### src/rtl/mem_a_xfer_ctrl_pkg.sv
// Shared constants and state encoding for the memory A -> memory B
// transfer controller.
package mem_a_xfer_ctrl_pkg;

  localparam int XFER_ADDR_W = 3;
  localparam int XFER_DATA_W = 8;
  localparam int XFER_DEPTH  = 8;

  typedef enum logic [1:0] {
    IDLE,
    READ,
    DRAIN,
    DONE
  } state_t;

endpackage

### src/rtl/mem_a_xfer_ctrl.sv
// Memory A requester: host load pass-through while idle, then a pipelined
// one-word-per-clock copy from memory A into the memory B write port.
module mem_a_xfer_ctrl
  import mem_a_xfer_ctrl_pkg::*;
#(
  parameter int ADDR_W = XFER_ADDR_W,
  parameter int DATA_W = XFER_DATA_W,
  parameter int DEPTH  = XFER_DEPTH
) (
  input  logic              clock,
  input  logic              reset_n,
  input  logic              start,
  input  logic [ADDR_W:0]   xfer_len,
  input  logic [ADDR_W-1:0] src_base,
  input  logic [ADDR_W-1:0] dst_base,
  input  logic              host_we,
  input  logic [ADDR_W-1:0] host_addr,
  input  logic [DATA_W-1:0] host_data,
  output logic [ADDR_W-1:0] AddrA,
  output logic              WEA,
  output logic [DATA_W-1:0] DataInA,
  input  logic [DATA_W-1:0] DOut1,
  output logic [ADDR_W-1:0] AddrB,
  output logic              WEB,
  output logic [DATA_W-1:0] DataInB,
  output logic              busy,
  output logic              done
);

  localparam logic [ADDR_W:0] MAX_LEN = (ADDR_W+1)'(DEPTH);

  state_t state_q, state_d;

  logic [ADDR_W:0]   len_in;
  logic [ADDR_W:0]   len_q;
  logic [ADDR_W:0]   rd_cnt_q;
  logic [ADDR_W-1:0] src_q;
  logic [ADDR_W-1:0] dst_q;
  logic [ADDR_W-1:0] wr_cnt_q;
  logic              wr_vld_q;
  logic              rd_last;
  logic              accept;

  assign len_in  = (xfer_len > MAX_LEN) ? MAX_LEN : xfer_len;
  assign rd_last = (rd_cnt_q == len_q - 1'b1);
  assign accept  = (state_q == IDLE) && start;

  always_comb begin
    state_d = state_q;
    case (state_q)
      IDLE: begin
        if (start) begin
          state_d = (len_in == '0) ? DONE : READ;
        end
      end
      READ: begin
        if (rd_last) begin
          state_d = DRAIN;
        end
      end
      DRAIN:   state_d = DONE;
      DONE:    state_d = IDLE;
      default: state_d = IDLE;
    endcase
  end

  // Host owns port A only while idle; a transfer owns it only while reading.
  always_comb begin
    AddrA   = '0;
    WEA     = 1'b0;
    DataInA = '0;
    if (state_q == IDLE) begin
      AddrA   = host_addr;
      WEA     = host_we;
      DataInA = host_data;
    end else if (state_q == READ) begin
      AddrA = src_q + rd_cnt_q[ADDR_W-1:0];
    end
  end

  assign busy    = (state_q == READ) || (state_q == DRAIN);
  assign done    = (state_q == DONE);
  assign WEB     = wr_vld_q;
  assign AddrB   = dst_q + wr_cnt_q;
  assign DataInB = DOut1;

  always_ff @(posedge clock or negedge reset_n) begin
    if (!reset_n) begin
      state_q  <= IDLE;
      len_q    <= '0;
      rd_cnt_q <= '0;
      src_q    <= '0;
      dst_q    <= '0;
      wr_cnt_q <= '0;
      wr_vld_q <= 1'b0;
    end else begin
      state_q  <= state_d;
      // Read data appears one edge after the read issues.
      wr_vld_q <= (state_q == READ);
      if (accept) begin
        src_q    <= src_base;
        dst_q    <= dst_base;
        len_q    <= len_in;
        rd_cnt_q <= '0;
        wr_cnt_q <= '0;
      end else begin
        if (state_q == READ) begin
          rd_cnt_q <= rd_cnt_q + 1'b1;
        end
        if (wr_vld_q) begin
          wr_cnt_q <= wr_cnt_q + 1'b1;
        end
      end
    end
  end

endmodule
### config.mk
export PLATFORM = sky130hd
export DESIGN_NAME = mem_a_xfer_ctrl
export DESIGN_NICKNAME = d
export VERILOG_FILES = /design/src/rtl/mem_a_xfer_ctrl_pkg.sv /design/src/rtl/mem_a_xfer_ctrl.sv
export SDC_FILE = /design/constraint.sdc
export NUM_CORES = 1
export LEC_CHECK = 0
export ABC_AREA = 1
export BUFFER_PORTS_ARGS = -buffer_cell sky130_fd_sc_hd__buf_2
export CORE_MARGIN = 2
export CORE_UTILIZATION = 47
export DETAILED_ROUTE_END_ITERATION = 8
export GPL_ROUTABILITY_DRIVEN = 0
export PLACE_DENSITY_LB_ADDON = 0.2
export SETUP_SLACK_MARGIN = 0.4
export SYNTH_ARGS = -nofsm -noshare
export SYNTH_HDL_FRONTEND = slang
export SYNTH_SLANG_ARGS = --single-unit
### constraint.sdc
create_clock -name clock -period 1.8 [get_ports clock]
set_input_delay 0.18 -clock clock [delete_from_list [all_inputs] [get_ports clock]]
set_output_delay 0.18 -clock clock [all_outputs]
set_load 0.1 [all_outputs]
## After elaboration in Yosys (flattened, before gate mapping)

Cells that the tools add are included.

- Register bits after elaboration: 20
- Bits in latches: 0
- Bits in writable memories: 0
- ROM bits: 0
- Input bits: 33
- Output and inout port bits: 26
- Logic and storage cells: 39
- Memories kept: 0

- Add/subtract/negate cells: 5
- Multiply operators: 0
- Div/mod/pow operators: 0
- Order comparisons: 1
- Equality and inequality tests: 6
- Shift-type cells: 0
- Mux-type cells: 13
- Bitwise operators: 0
- Reductions and logical operators: 7

Operators with widths:

| cell | count |
|---|---|
| $mux 3 | 4 |
| $mux 4 | 3 |
| $mux 8 | 1 |
| $pmux 2 s4 | 1 |
| $add 3x3->3 | 2 |
| $mux 2 | 3 |
| $add 4x1->4 const B | 1 |
| $eq 2x2->1 const B | 2 |
| $eq 4x4->1 | 1 |
| $gt 4x4->1 const B | 1 |
| $logic_not 4->1 | 1 |
| $ne 2x2->1 const B | 2 |
| $reduce_bool 2->1 | 2 |
| $sub 4x1->4 const B | 1 |
| $add 3x1->3 const B | 1 |
| $eq 2x1->1 const B | 1 |
| $logic_not 2->1 | 1 |
| $reduce_and 2->1 | 1 |
| $logic_and 1x1->1 | 1 |
| $logic_or 1x1->1 | 1 |
| $mux 1 | 1 |

## Depth between registers and ports, before layout

Gate-level depths: netlist of the first run.

- Depth in word-level cells: 6
- Mapped depth: 12
- Mapped depth without buffers: 12

## Worst setup path after synthesis of the first run

No wires, ideal clock.

- Path type: register to output
- From: register rd_cnt_q[0]
- To: output AddrA[2]
- Data arrival time: 3.325 ns
- Required time: 1.620 ns
- Slack: -1.705 ns
- Stages on the path, launching flop included: 7
- Buffers on the path: 0
- Cell sequence: dfrtp_1 -> ha_1 -> inv_1 -> fa_1 -> xnor2_1 -> xor2_1 -> o21ai_0

- Cells in the longest elaborated chain, start to end: 3

Ends and longest elaborated chain:

| what | line | RTL |
|---|---|---|
| start: declaration | mem_a_xfer_ctrl.sv:36 | `logic [ADDR_W:0] rd_cnt_q;` |
| start signal: assignment | mem_a_xfer_ctrl.sv:108 | `rd_cnt_q <= rd_cnt_q + 1'b1;` |
| $add 3x3->3 | mem_a_xfer_ctrl.sv:77 | `AddrA = src_q + rd_cnt_q[ADDR_W-1:0];` |
| $mux 3 | mem_a_xfer_ctrl.sv:76 | `end else if (state_q == READ) begin` |
| $mux 3 | mem_a_xfer_ctrl.sv:72 | `if (state_q == IDLE) begin` |
| end: declaration | mem_a_xfer_ctrl.sv:19 | `output logic [ADDR_W-1:0] AddrA,` |

No other way between the ends.

## Worst setup path after layout of the first run

- From: register rd_cnt_q[1]
- To: output AddrA[2]

Same word-level chain as after synthesis.

==> results of run 1 <==
==> cell families after synthesis <==
| kind of cell | count (synthesis) | synth area share (%) |
|---|---|---|
| AND/OR/NAND/NOR | 87 | 27.2 |
| XOR/XNOR | 5 | 3.30 |
| AO/OA/AOI/OAI | 16 | 6.21 |
| buffers and inverters | 41 | 14.1 |
| adder cells (fa/ha/maj) | 11 | 11.5 |
| flip-flops | 20 | 37.7 |
==> timing repair <==
action	in CTS	in global routing
endpoints found under the setup margin	34	31
buffers inserted	11	4
gates resized for setup	35	12
hold buffers	1	0
endpoints found under the hold margin	20	0
pin swaps	8	9
gates cloned	1	1
==> how the worst min path moves through the flow <==
stage | end | slack [ns] | cells past startpoint
CTS | dst_q[2] | 0.06 | 3
detailed placement | len_q[1] | 0.15 | 1
global placement | len_q[3] | 0.15 | 1
floorplan | WEB | -0.12 | 0
finish | dst_q[2] | 0.05 | 3
global route | dst_q[2] | 0.07 | 3
==> area by class of cell <==
type                            count  area, um^2  area share, %
Inverter                           30         154           6.75
Sequential cell                    20         500           22.0
Tap cell                           31        38.8           1.70
Timing Repair inverter              1        7.51          0.329
Clock buffer                        4        36.3           1.59
Multi-Input combinational cell    119         870           38.2
Timing Repair Buffer               62         672           29.5
==> placed cells by master, fill, tap and decap left out, types with 2 or more instances in the layout <==
| cell type | netlist | layout |
|---|---|---|
| nand2_4 | 0 | 10 |
| ha_4 | 0 | 4 |
| a21oi_1 | 6 | 6 |
| fa_2 | 0 | 2 |
| o21ai_0 | 9 | 6 |
| inv_1 | 28 | 9 |
| clkinvlp_4 | 0 | 12 |
| nand3_1 | 7 | 6 |
| inv_2 | 2 | 10 |
| dfrtp_1 | 20 | 20 |
| nand2_2 | 2 | 4 |
| buf_4 | 8 | 13 |
| ha_1 | 9 | 3 |
| nand2_1 | 63 | 50 |
| buf_6 | 0 | 5 |
| clkbuf_4 | 0 | 3 |
| buf_12 | 0 | 18 |
| buf_2 | 3 | 24 |
| ha_2 | 0 | 2 |
| o21ai_4 | 0 | 2 |
| nor2_1 | 9 | 9 |
==> metal layers <==
metal	up-vias	part of all wire [%]
met5	-	0
met4	0	2.9
met3	23	5.6
met2	55	56
met1	649	36
li1	648	-
==> worst reg2reg max path, cell delays in order, from the launching register on <==
cell     delay, ns
dfrtp_1       0.41
inv_2         0.08
ha_4          0.20
inv_2         0.05
nand2_1       0.05
nand2_1       0.07
nand2_1       0.06
nor2_1        0.11
nand2_1       0.10
nand2_2       0.11
nand2_2       0.07
nand2_2       0.07
nand2_1       0.05
==> stage by stage <==
| step | util, % | cell area, um^2 | setup TNS [ns] | hold WS (ns) |
|---|---|---|---|---|
| final | 84.1 | 2280 | -0.936 | 0.0461 |
| after global routing | 84.1 | 2280 | -1.23 | 0.0678 |
| after CTS | 81.7 | 2210 | -0.799 | 0.0581 |
| after detailed placement | 70.3 | 1900 | -0.0337 | 0.147 |
| after global placement | 70.3 | 1900 | 0 | 0.145 |
| after floorplan | - | 1510 | -0.356 | -0.116 |
==> registers in the layout, summed over array words and instances, names as in the netlist <==
| signal | flops |
|---|---|
| dst_q | 3 |
| WEB | 1 |
| wr_cnt_q | 3 |
| len_q | 4 |
| rd_cnt_q | 4 |
| src_q | 3 |
| state_q | 2 |
==> qor.csv, run 1 <==
metric,value,unit
Final nets,281,
busiest grt layer,met2,
crit path DAT,2.02,ns
Crit Path Category,reg2out,
RR Startpoint,len_q[0],
Synth cell types,22,
CP Cell Sequence,"inv_1, fa_2, xnor2_2, xor2_1, o21ai_4, buf_12",
R2R Setup Slk,0.27,ns
CP Launch Type,register,
fin. max-slew vios,0,
RSZ-0062 raised after global routing,true,
initial core utilization,49.0,%
filler cell count,142,
Max Clk Rate,0.455,GHz
Syn Area/Cell,7.38,um^2
drt drc,0,
synth top area cells,"dfrtp_1, nand2_1, ha_1",
top cell type's share of synthesized area,37.7,%
met1 Usage GRT,28.4,%
clock tree buffer depth,2,
fin crit share,122,%
Starting DRT DRC Count,87,
Die W,57.2,um
Num CTS Buffers,3,
final std cells w/o fill,267,
global-route wire length before repair,6210,um
Core ar.,2710,um^2
Post-DRT Antenna Nets,0,
r2r endpoint,state_q[0],
Ant. Diodes,0,
status,"finished, violations left",
via count,1375,
"area leader, netlist",dfrtp_1,
Worst path max stage delay,0.43,ns
Mapped Cells,180,
Die ar.,3270,um^2
total congestion overflow,0,
met3 usage,5.67,%
Slew @ Worst Pin,0.440,ns
drt pass-1 iters,4,
failing checks,setup timing,
worst hold path class,in2reg,
min Tclk post-route,2.20,ns
clock-pin transition on the worst setup and hold timing paths,0.11,ns
Synth Net Count,224,
Synth async-reset ratio,100,%
Die Span Y,57.2,um
Max-Cap Viols,0,
HPWL after DPL,2460,um
CP Data Required Time,1.62,ns
CTS Root Cell,clkbuf_4,
largest net degree at the start of global routing,21,
Post-Route WL,4300,um
"Clk Latency, worst-skew pair",0.32,ns
clock skew,0.00306,ns
fin worst setup slack,-0.396,ns
All-Layer GR Usage,24.7,%
Area Growth Syn to Fin,71.5,%
min-delay src,dst_base[2],
Post-synth EDFFs,0,
"Slowest-stage cell, CP",dfrtp_1,
Buffers on Ports,42,
dpl ws,-0.0337,ns
crit path from,rd_cnt_q[1],
top_reg_cell synth,dfrtp_1,
Reg2Reg Depth,12,
Worst path top cell family by delay,flip-flops,
synthesized cell area,1330,um^2
CP endpoint,AddrA[2],
vias per std cell,5.15,
Final setup violation count,4,
Final Hold Vio Count,0,
"count leader, synth",nand2_1,
TritonCTS clock tree,yes,
warnings from Yosys,0,
# placed instances,245,
H-tree depth,1,
critical path depth,6,
Rel. slew slack,70.7,%
"Seq/Total Area, Yosys",37.7,%
initial antenna violation count,0,
Critical Path Fanout Max,4,
most frequent cells after synthesis,"nand2_1, inv_1, dfrtp_1",
CP endpoint kind,output port,
num rows,19,
Sink Count,20,
number of global-route vias before repair,1404,
Buffers & Inverters on Critical Path,2,
met2 Use GR,45.0,%
share of layout cells above drive strength 1,50.8,%
Seq cells post-synth,20,
post-DR wirelength/cell,16.1,um
# IOs,59,
Power of run 1 is left out: the tool's default activity adds up to more than one toggle a clock period on the data nets, which glitch-free logic cannot reach.
==> inputs of run 2 (changes only) <==
--- a/config.mk
+++ b/config.mk
@@ -13,2 +13,3 @@
 export GPL_ROUTABILITY_DRIVEN = 0
+export GPL_TIMING_DRIVEN = 1
 export PLACE_DENSITY_LB_ADDON = 0.2
==> constraint.sdc (replaced) <==
create_clock -name clock -period 1.8 [get_ports clock]
set_input_delay 0.09 -clock clock [delete_from_list [all_inputs] [get_ports clock]]
set_output_delay 0.09 -clock clock [all_outputs]
set_load 0.1 [all_outputs]
==> run 2 against run 1 <==
  * The run still ends with setup timing left
  * Clock-buffer cell count down 1
  * Highest routed layer unchanged
  * First-iteration DRC count is 70% higher
  * Worst hold slack got worse by 0.021 ns
  * Clock skew grew 0.0034 ns
  * Register-to-register slack worse by 0.15 ns
  * Die area stayed put
==> qor.csv, run 2 (synthesis gave the netlist of run 1 again) <==
metric,value,unit,change
initial antenna violation count,0,,unchanged
clock skew,0.00644,ns,+0.00338 ns
Max-Cap Viols,0,,unchanged
clock-pin transition on the worst setup and hold timing paths,0.12,ns,about the same
CP endpoint kind,output port,,
initial core utilization,49.0,%,unchanged
most frequent cells in the layout,"nand2_1, buf_2, dfrtp_1, buf_12, buf_4",,
Critical Path Fanout Max,2,,-2
Ant. Diodes,0,,unchanged
num rows,19,,unchanged
"Clk Latency, worst-skew pair",0.32,ns,about the same
fin worst setup slack,-0.405,ns,-0.00824 ns
fin. max-slew vios,0,,unchanged
clock tree buffer depth,2,,unchanged
Starting DRT DRC Count,148,,+70%
Area Growth Syn to Fin,83.2,%,
post-DR wirelength/cell,23.0,um,+43%
Rel. slew slack,68.1,%,-2.6 points
number of global-route vias before repair,1534,,+9.3%
CP Cell Sequence,"ha_2, inv_2, fa_2, xnor2_2, xor2_2, o21ai_4, buf_12",,
Buffers on Ports,42,,unchanged
TritonCTS clock tree,yes,,
All-Layer GR Usage,29.8,%,+5.0 points
Die ar.,3270,um^2,unchanged
min Tclk post-route,2.20,ns,+0.00824 ns
via count,1642,,+19%
drt drc,0,,unchanged
Sink Count,20,,unchanged
H-tree depth,1,,unchanged
Die Span Y,57.2,um,unchanged
# IOs,59,,unchanged
Post-Route WL,6380,um,+48%
CP Launch Type,register,,
total congestion overflow,0,,unchanged
Worst path max stage delay,0.44,ns,about the same
worst hold path class,in2reg,,
status,"finished, violations left",,
global-route wire length before repair,7290,um,+17%
crit path DAT,2.11,ns,+0.09 ns
post-route cell area,2430,um^2,+6.9%
Final Hold Vio Count,0,,unchanged
share of layout cells above drive strength 1,57.9,%,+7.0 points
top flop regs,"len_q: 4 flops, rd_cnt_q: 4 flops",,
largest net degree at the start of global routing,21,,unchanged
"Slowest-stage cell, CP",dfrtp_1,,
Core ar.,2710,um^2,unchanged
Num CTS Buffers,3,,unchanged
most common library cell in the layout ignoring fill and taps,nand2_1,,
Max Clk Rate,0.454,GHz,-0.37%
Crit Path Category,reg2out,,
Post-DRT Antenna Nets,0,,unchanged
CP Data Required Time,1.71,ns,+0.09 ns
dpl ws,0.0857,ns,+0.119 ns
RSZ-0062 raised after global routing,true,,
CTS Root Cell,clkbuf_4,,
area of placed instances,1720,um^2,-9.7%
failing checks,setup timing,,
Final nets,293,,+4.3%
fin crit share,122,%,+0.46 points
Slew @ Worst Pin,0.483,ns,+0.0424 ns
HPWL after DPL,2350,um,-4.3%
drt pass-1 iters,5,,+1
R2R Setup Slk,0.12,ns,-0.15 ns
vias per std cell,5.91,,+15%
Final setup violation count,4,,unchanged
Die W,57.2,um,unchanged
[run 2: cell count changes in the layout (fill, tap and decap cells not counted), moves of 3 or more]
cell | previous run | this run
dlygate4sd3_1 | 1 | 7
nand2_1 | 50 | 42
buf_8 | 0 | 3
o21ai_0 | 6 | 1
buf_6 | 5 | 9
o21ai_2 | 0 | 5
nand2_2 | 4 | 10
[run 2: worst paths after layout]
path	from	endpoint	cells after the start
setup / recovery	rd_cnt_q[0]	AddrA[2]	7
hold / removal	src_base[1]	src_q[1]	3
setup reg to reg	state_q[0]	rd_cnt_q[1]	7
hold reg to reg	rd_cnt_q[3]	rd_cnt_q[3]	1
max in group asynchronous	reset_n	wr_cnt_q[0]	2
min in group asynchronous	reset_n	state_q[1]	2
[run 2: what timing repair did]
| item | CTS | global route |
|---|---|---|
| setup endpoints to repair | 31 | 32 |
| setup buffers | 12 | 10 |
| cloned | 0 | 1 |
| resized for setup | 84 | 50 |
| hold buffers | 6 | 1 |
| pin swaps | 14 | 13 |
| hold endpoints to repair | 25 | 1 |
[run 2: worst max-delay path, delay by kind of cell (launching register included)]
kind / cells / cell delay [ns]
AO/OA/AOI/OAI: 1 / 0.18
flip-flops: 1 / 0.44
adder cells (fa/ha/maj): 2 / 0.58
XOR/XNOR: 2 / 0.36
buffers and inverters: 2 / 0.24
[run 2: layer usage]
layer  global-route usage (%)  part of all wire, %  vias up
li1                         -                    -      675
met1                     36.1                   36      775
met2                     51.9                   47      146
met3                     5.90                  9.6       46
met4                     12.0                  7.6        0
met5                        0                    0        -
[run 2: stage by stage]
stage,instances,utilization (%),setup TNS (ns),hold WS [ns]
finish,278,89.8,-0.877,0.0248
global route,278,89.8,-0.996,0.0238
CTS,266,80.7,-0.473,0.00926
detailed placement,245,63.5,0,0.0687
global placement,245,63.5,0,0.0565
floorplan,180,-,-0.127,-0.206
[run 2: cell type report]
class                   instances  area (um^2)
clock buffers                   3         22.5
well taps                      31         38.8
flip-flops and latches         20          500
repair buffers                 75          774
inverters                      30          156
multi-input cells             119          942
fillers                       103          275
Power of run 2 is left out for the same reason.
==> inputs of run 3 (changes only) <==
CORE_UTILIZATION = 40   (was 47)
==> run 3 against run 2 <==
  * Sequential cell count did not move
  * Global-route usage fell by 6.1 points
  * Final cell count rose by 5.0%
  * Largest cell class unchanged
  * Worst setup slack improved by 0.15 ns
  * Fmax rose by 7.3%
  * Routed wire length fell by 28%
  * The flow still finishes with violations (setup timing)
  * Critical endpoint unchanged
  * Critical path depth fell by 1
==> qor.csv, run 3 (synthesis gave the netlist of run 1 again) <==
metric,value,unit,change
fin. max-slew vios,0,,unchanged
TritonCTS clock tree,yes,,
final std cells w/o fill,292,,+5.0%
min Tclk post-route,2.06,ns,-0.149 ns
Worst path top cell family by delay,adder cells,,
Die Span Y,61.6,um,+7.8%
post-DR wirelength/cell,15.8,um,-31%
filler cell count,204,,+98%
Num CTS Buffers,3,,unchanged
clock skew,0.00323,ns,-0.00321 ns
Final setup violation count,3,,-1
CP endpoint kind,output port,,
"Clk Latency, worst-skew pair",0.30,ns,-0.02 ns
Starting DRT DRC Count,68,,-54%
worst hold path class,in2reg,,
CTS Root Cell,clkbuf_4,,
num rows,20,,+1
clock-pin transition on the worst setup and hold timing paths,0.11,ns,about the same
Die W,61.6,um,+7.8%
Die ar.,3800,um^2,+16%
Buffers on Ports,42,,unchanged
CP Data Required Time,1.71,ns,about the same
Post-Route WL,4630,um,-28%
RSZ-0062 raised after global routing,true,,
fin crit share,114,%,-8.3 points
initial core utilization,42.8,%,-6.2 points
Area Growth Syn to Fin,87.9,%,
largest net degree at the start of global routing,21,,unchanged
Final nets,293,,unchanged
Core ar.,3100,um^2,+14%
Max-Cap Viols,0,,unchanged
Post-DRT Antenna Nets,0,,unchanged
total congestion overflow,0,,unchanged
# IOs,59,,unchanged
"Slowest-stage cell, CP",fa_2,,
status,"finished, violations left",,
via count,1443,,-12%
H-tree depth,1,,unchanged
Ant. Diodes,0,,unchanged
Critical Path Fanout Max,4,,+2
All-Layer GR Usage,23.6,%,-6.1 points
CP Launch Type,register,,
Rel. slew slack,68.1,%,about the same
failing checks,setup timing,,
Slew @ Worst Pin,0.482,ns,-0.000183 ns
CP Cell Sequence,"inv_1, fa_2, xnor2_2, xor2_2, o21ai_4, buf_12",,
fin worst setup slack,-0.256,ns,+0.149 ns
initial antenna violation count,0,,unchanged
number of global-route vias before repair,1398,,-8.9%
drt drc,0,,unchanged
global-route wire length before repair,6420,um,-12%
Worst path max stage delay,0.44,ns,about the same
# placed instances,258,,+5.3%
drt pass-1 iters,4,,-1
most common library cell in the layout ignoring fill and taps,nand2_1,,
dpl ws,0.122,ns,+0.0365 ns
Max Clk Rate,0.486,GHz,+7.3%
Buffers & Inverters on Critical Path,2,,unchanged
Crit Path Category,reg2out,,
Final Hold Vio Count,0,,unchanged
HPWL after DPL,2270,um,-3.8%
share of layout cells above drive strength 1,60.5,%,+2.6 points
top flop regs,"len_q: 4 flops, rd_cnt_q: 4 flops",,
most frequent cells in the layout,"nand2_1, buf_2, dfrtp_1, nand2_2, buf_12",,
clock tree buffer depth,2,,unchanged
vias per std cell,4.94,,-16%
Sink Count,20,,unchanged
crit path DAT,1.97,ns,-0.14 ns
-- run 3: timing repair --
item | in CTS | in global routing
endpoints found under the setup margin | 32 | 34
hold buffers | 7 | 1
pin swaps | 9 | 20
gates resized for setup | 86 | 52
hold endpoints to repair | 26 | 1
buffers inserted | 14 | 8
-- run 3: layout make-up --
class	instances	area (um^2)	share of cell area [%]
Multi-Input combinational cell	119	962	38.5
Clock buffer	4	36.3	1.45
Inverter	30	154	6.17
Timing Repair Buffer	75	788	31.6
Tap cell	44	55.1	2.21
Sequential cell	20	500	20.1
-- run 3: per-stage QoR --
stage,hold slack [ns],cell area [um^2],utilization (%),setup TNS [ns]
2_1_floorplan,-0.206,1450,-,-0.127
3_3_place_gp,0.0517,1750,56.5,0
3_5_place_dp,0.0557,1750,56.5,0
4_1_cts,0.00914,2260,72.9,-0.396
5_1_grt,0.0185,2500,80.4,-0.743
6_report,0.0167,2500,80.4,-0.453
-- run 3: worst paths after layout --
check	startpoint	end	slack (ns)	cells past startpoint
worst max-delay path	rd_cnt_q[1]	AddrA[2]	-0.26	6
worst min-delay path	xfer_len[2]	len_q[2]	0.02	3
worst max register to register	state_q[1]	state_q[0]	0.28	7
worst min register to register	dst_q[0]	dst_q[0]	0.51	2
max in group asynchronous	reset_n	rd_cnt_q[1]	1.25	2
min in group asynchronous	reset_n	WEB	0.25	2
-- run 3: routing by layer --
| layer | routed length (um) | track usage (%) | vias to the layer above |
|---|---|---|---|
| met5 | 0 | 0 | - |
| met4 | 214 | 11.2 | 0 |
| met3 | 212 | 6.09 | 22 |
| met2 | 2440 | 40.3 | 57 |
| met1 | 1750 | 27.6 | 694 |
| li1 | - | - | 670 |
-- run 3: worst min-delay path, delay by kind of cell --
family,cells,cell delay (ns)
buf+inv,1,0.10
simple gates,1,0.05
compound gates,1,0.04
Power of run 3 is left out for the same reason.
